===== config.mk =====
export PLATFORM = sky130hd
export DESIGN_NAME = qed_commit_tracker
export DESIGN_NICKNAME = d
export VERILOG_FILES = /design/src/rtl/qed_pkg.sv /design/src/rtl/qed_sat_counter.sv /design/src/rtl/qed_commit_tracker.sv
export SDC_FILE = /design/constraint.sdc
export NUM_CORES = 1
export LEC_CHECK = 0
export BUFFER_PORTS_ARGS = -buffer_cell sky130_fd_sc_hd__buf_2
export CORE_MARGIN = 4
export CORE_UTILIZATION = 46
export DETAILED_ROUTE_END_ITERATION = 6
export PLACE_DENSITY = 0.7
export SLEW_MARGIN = 20
export SYNTH_ARGS = -nofsm -noshare
export SYNTH_HDL_FRONTEND = slang
export SYNTH_SLANG_ARGS = --single-unit

===== constraint.sdc =====
create_clock -name clk -period 1.98 [get_ports clk]
set_input_delay 0.198 -clock clk [delete_from_list [all_inputs] [get_ports clk]]
set_output_delay 0.198 -clock clk [all_outputs]
set_load 0.1 [all_outputs]

===== src/rtl/qed_pkg.sv =====
// Shared definitions for the QED retire-side tracker: FSM encoding and default counter widths.
// Pure declarations; no timing or flow control.
package qed_pkg;

  localparam int DEF_CNT_W  = 16;
  localparam int DEF_INFL_W = 4;

  typedef enum logic [1:0] {
    IDLE  = 2'd0,
    ORIG  = 2'd1,
    DUP   = 2'd2,
    CHECK = 2'd3
  } qed_state_t;

endpackage


===== src/rtl/qed_sat_counter.sv =====
// Saturating up/down counter with synchronous clear; ovf/unf flag a blocked step in the current cycle.
// Count updates one cycle after inc/dec; flags are combinational; no backpressure.
module qed_sat_counter #(
  parameter int W = 4
) (
  input  logic         clk,
  input  logic         rst,
  input  logic         clr,
  input  logic         inc,
  input  logic         dec,
  output logic [W-1:0] cnt,
  output logic         ovf,
  output logic         unf
);

  localparam logic [W-1:0] ONE = W'(1);

  logic [W-1:0] r_cnt;
  logic         w_up;
  logic         w_dn;

  // Simultaneous inc and dec cancel, so neither limit can be hit.
  assign w_up = inc & ~dec;
  assign w_dn = dec & ~inc;
  assign ovf  = w_up & (r_cnt == '1);
  assign unf  = w_dn & (r_cnt == '0);
  assign cnt  = r_cnt;

  always_ff @(posedge clk or negedge rst) begin
    if (!rst) begin
      r_cnt <= '0;
    end else if (clr) begin
      r_cnt <= '0;
    end else if (w_up && !ovf) begin
      r_cnt <= r_cnt + ONE;
    end else if (w_dn && !unf) begin
      r_cnt <= r_cnt - ONE;
    end
  end

endmodule


===== src/rtl/qed_commit_tracker.sv =====
// Retire-side QED tracker: counts issued/committed original and duplicate streams, pulses qed_ready when drained and equal.
// All outputs registered one cycle after their events; no backpressure, anomalies land on sticky cnt_err.
module qed_commit_tracker
  import qed_pkg::*;
#(
  parameter int CNT_W  = DEF_CNT_W,
  parameter int INFL_W = DEF_INFL_W
) (
  input  logic              clk,
  input  logic              rst,
  input  logic              ena,
  input  logic              exec_dup,
  input  logic              vld_out,
  input  logic              stall_IF,
  input  logic              commit_vld,
  input  logic              commit_dup,
  output logic              qed_ready,
  output logic [CNT_W-1:0]  num_orig,
  output logic [CNT_W-1:0]  num_dup,
  output logic [INFL_W-1:0] inflight,
  output logic              cnt_err
);

  qed_state_t r_state;
  qed_state_t w_state_nxt;
  logic       r_ready;
  logic       r_err;

  logic              w_issue;
  logic              w_run;
  logic              w_clr;
  logic              w_iss;
  logic              w_com;
  logic              w_c_orig;
  logic              w_c_dup;
  logic [CNT_W-1:0]  w_orig;
  logic [CNT_W-1:0]  w_dup;
  logic [INFL_W-1:0] w_infl;
  logic              w_infl_ovf;
  logic              w_infl_unf;
  logic              w_orig_ovf;
  logic              w_orig_unf;
  logic              w_dup_ovf;
  logic              w_dup_unf;
  logic              w_order_err;
  logic              w_chk_err;
  logic              w_ready_nxt;
  logic              w_err_any;

  assign w_issue  = vld_out & ~stall_IF;
  // Counters are frozen at zero in IDLE, including the cycle ena first rises.
  assign w_run    = ena & (r_state != IDLE);
  assign w_clr    = ~ena;
  assign w_iss    = w_run & w_issue;
  assign w_com    = w_run & commit_vld;
  assign w_c_orig = w_com & ~commit_dup;
  assign w_c_dup  = w_com & commit_dup;

  qed_sat_counter #(.W(INFL_W)) u_infl (
    .clk (clk),
    .rst (rst),
    .clr (w_clr),
    .inc (w_iss),
    .dec (w_com),
    .cnt (w_infl),
    .ovf (w_infl_ovf),
    .unf (w_infl_unf)
  );

  qed_sat_counter #(.W(CNT_W)) u_orig (
    .clk (clk),
    .rst (rst),
    .clr (w_clr),
    .inc (w_c_orig),
    .dec (1'b0),
    .cnt (w_orig),
    .ovf (w_orig_ovf),
    .unf (w_orig_unf)
  );

  qed_sat_counter #(.W(CNT_W)) u_dup (
    .clk (clk),
    .rst (rst),
    .clr (w_clr),
    .inc (w_c_dup),
    .dec (1'b0),
    .cnt (w_dup),
    .ovf (w_dup_ovf),
    .unf (w_dup_unf)
  );

  // A duplicate may never overtake its original stream.
  assign w_order_err = w_c_dup & (w_dup >= w_orig);

  always_comb begin
    w_state_nxt = r_state;
    w_ready_nxt = 1'b0;
    w_chk_err   = 1'b0;
    if (!ena) begin
      w_state_nxt = IDLE;
    end else begin
      case (r_state)
        IDLE:  w_state_nxt = ORIG;
        ORIG:  if (w_issue && exec_dup) w_state_nxt = DUP;
        DUP:   if (!exec_dup) w_state_nxt = CHECK;
        CHECK: begin
          if ((w_infl == '0) && !commit_vld) begin
            w_state_nxt = ORIG;
            if ((w_orig == w_dup) && (w_orig != '0) && !r_err) begin
              w_ready_nxt = 1'b1;
            end else begin
              w_chk_err = 1'b1;
            end
          end
        end
        default: w_state_nxt = IDLE;
      endcase
    end
  end

  assign w_err_any = w_infl_ovf | w_infl_unf | w_orig_ovf | w_orig_unf |
                     w_dup_ovf | w_dup_unf | w_order_err | w_chk_err;

  always_ff @(posedge clk or negedge rst) begin
    if (!rst) begin
      r_state <= IDLE;
      r_ready <= 1'b0;
      r_err   <= 1'b0;
    end else begin
      r_state <= w_state_nxt;
      r_ready <= w_ready_nxt;
      if (!ena) begin
        r_err <= 1'b0;
      end else if (w_err_any) begin
        r_err <= 1'b1;
      end
    end
  end

  assign qed_ready = r_ready;
  assign cnt_err   = r_err;
  assign num_orig  = w_orig;
  assign num_dup   = w_dup;
  assign inflight  = w_infl;

endmodule


==> results.toml <==
[floorplan]
die_area_um2 = 7420
core_area_um2 = 5920
initial_core_util = 0.474
dieWidth_um = 86.1
placementRows = 28
pin_count = 46
die_h_um = 86.1

[sta]
fmax_ghz = 0.527
finalSetupViolations = 0
maxSlewViolCount = 0
slew-limit-headroom = 0.647
skew_ns = 0.00861
tightest_slew_ns = 0.525
fin_crit_ns = 1.90
rsz0062_at_grt = "yes"
period_share = 0.959
hold_violations = 0

[worst_setup_path]
slowest_stage = "dfrtp_4"
required_ns = 2.16
cp_slowest_stage_delay_ns = 0.51
path_max_fanout = 4
path_class = "reg -> reg"
worstPathCellList = "buf_4 -> nor4_4 -> nand2b_1 -> a222oi_1 -> mux2i_1 -> nor2_1"
crit_path_end_kind = "flop"
cp.arrival_ns = 2.08
setup.worst_path.start_class = "flop"

[final_layout]
diodes = 0
fin_nets = 430
utilization = 0.615
fin_area_um2 = 3640
syn2layout_area_growth_pct = 29.7
final_cell_mix = "45 x buf_2, 32 x nor2_1, 31 x buf_4, 25 x inv_1, 24 x dfrtp_2"
drive_above_1_share = 0.363
layout_commonest_cell = "buf_2"

[logic_synthesis]
synth-compound-area-share = 0.0980
async_reset_ff_frac = 1.00
synthXorXnorAreaFrac = 0.0686
yosys_warnings = 0
ys_ff_latch = 40
synth_edf_count = 0
synth_adder_area_share = 0.119
ys_seq_area_frac = 0.357
synth_top_family_by_area = "simple AND/OR/NAND/NOR gates"
muxShareOfSynthArea = 0.0143
avgSynthCellArea_um2 = 8.86
syn-num-nets = 351
synth_cell_types = 49
yosys.area_share.simple = 0.296
ys.flop_type = "dfrtp_1"
netlist_area_um2 = 2810
syn_inst = 317

[placed_design]
placed_area_um2 = 3400
numPortBuffers = 45
place.gp.congestion = 0.886
hpwlAfterDp_mm = 5.48

[run_status]
status = "finished, final reports clean"

[clock_tree]
cts.clk_slew.worst_paths_ns = 0.08
clockBufferDepth = 2
cts_made_buffers = 5
cts-root-buf = "clkbuf_8"
cts-htree-levels = 2
cts_tree = "done"
clkSinkCount = 40
clock_latency_ns = 0.29

[grt]
grt_max_degree = 22
grtUsageTotal = 0.214
grt_pass1_wl_mm = 12.8
antenna_found_initial = 0
grt_overflow = 0
grt_pass1_vias = 2687

[detailed_routing]
wl_per_cell_um = 15.8
vias_per_cell = 5.75
wirelength_mm = 7.44
drt_iter0_drc = 197
drc_errors = 0
drtAntennaViolNets = 0
drt_pass1_iterations = 4
vias = 2716

[min_path]
hp-class = "in -> reg"

[pwr]
leakagePower_uw = 0.00157
p_per_area_nw_per_um2 = 591
ir_drop_uv = 430
p_total_uw = 2150

[flow_run]
cap_viol_max_count = 0
## metal layers
metal	vias to the layer above	GRT usage	wire length, um
li1	1309	-	-
met1	1321	0.276	3250
met2	74	0.355	3690
met3	12	0.0471	373
met4	0	0.0719	122
met5	-	0	0
## sequential cells by signal, summed over array words and instances (netlist names)
signal / count
r_state: 2
qed_ready: 1
u_orig.cnt: 16
cnt_err: 1
u_dup.cnt: 16
u_infl.cnt: 4
## where the power goes
part	internal (uW)	leakage [uW]	switching, uW
clock network	285	0.0000455	287
registers	858	0.000491	34.2
logic	286	0.00104	402
## through the flow
step / setup TNS [ns] / hold WS [ns] / setup slack, ns / instances
after floorplan: -0.0730 / -0.0976 / -0.0730 / 317
after global placement: -0.0373 / 0.191 / -0.0373 / 457
after detailed placement: -0.129 / 0.200 / -0.119 / 457
after CTS: 0 / 0.331 / 0.0166 / 467
after global routing: -0.0472 / 0.356 / -0.0298 / 472
final: 0 / 0.336 / 0.0813 / 472
## synth_stat cells (2+ instances only)
master     n  share of area
xnor2_1   17          0.053
a21oi_1   17          0.030
nor2_1    32          0.043
nor2b_1    2         0.0045
a211oi_1   2         0.0053
nor3_1     9          0.016
nand3_1   18          0.032
nor2_2     2         0.0045
ha_1      25           0.11
clkbuf_1   4         0.0053
mux2i_1    4          0.014
and4_1     4          0.012
buf_2      2         0.0036
or3_1      4         0.0089
nand4_1   22          0.049
or4_1      2         0.0053
nand2b_1   4         0.0089
nor4_4     2          0.015
nor4b_1    3         0.0094
dfrtp_1   40           0.36
nor4_1     8          0.018
nand4b_1   3         0.0094
inv_1     27          0.036
o21ai_0   13          0.023
a31oi_1    2         0.0045
or2_2      3         0.0067
nand2_1   18          0.024
xor2_1     5          0.016
nor3b_1    3         0.0080
## final cells by class
type	count	area, um2
multi-input cells	243	1770
well taps	75	93.8
inverters	27	101
clock buffers	8	90.1
fillers	520	2280
repair buffers	79	508
flip-flops and latches	40	1080
## path summary, 6_finish.rpt
| check | startpoint | cells past startpoint | slack, ns | endpoint |
|---|---|---|---|---|
| setup reg to reg | u_infl.cnt[1]$_DFFE_PN0P_ | 6 | 0.08 | r_state[1]$_DFFE_PN0P_ |
| hold / removal | exec_dup | 4 | 0.34 | r_state[0]$_DFFE_PN0P_ |
| max in group asynchronous | rst | 3 | 1.08 | u_infl.cnt[2]$_DFFE_PN0P_ |
| min in group asynchronous | rst | 2 | 0.40 | u_orig.cnt[4]$_DFFE_PN0P_ |
| setup / recovery | u_infl.cnt[1]$_DFFE_PN0P_ | 6 | 0.08 | r_state[1]$_DFFE_PN0P_ |
| hold reg to reg | cnt_err$_DFFE_PN0P_ | 1 | 0.53 | qed_ready$_DFF_PN0_ |
## critical path: cells and delay by family (launching register included)
| family | cells | cell delay (ns) |
|---|---|---|
| flops | 1 | 0.51 |
| simple gates | 3 | 0.47 |
| compound gates | 1 | 0.42 |
| mux | 1 | 0.23 |
| buf+inv | 1 | 0.16 |
## timing repair
| item | CTS | global route |
|---|---|---|
| hold buffers | 1 | 0 |
| pin swaps | 1 | 8 |
| endpoints found under the hold margin | 20 | 0 |
| buffers inserted | 1 | 5 |
| resized for setup | 4 | 13 |
| setup endpoints to repair | 2 | 6 |
## logic make-up (layout without fill, tap and decap cells)
group | count (synthesis) | count (layout)
compound gates | 46 | 46
buf+inv | 34 | 114
flops | 40 | 40
mux | 4 | 4
simple gates | 145 | 145
fa+ha+maj | 26 | 26
xor+xnor | 22 | 22
Note: power is estimated with default switching activity, not from simulation.
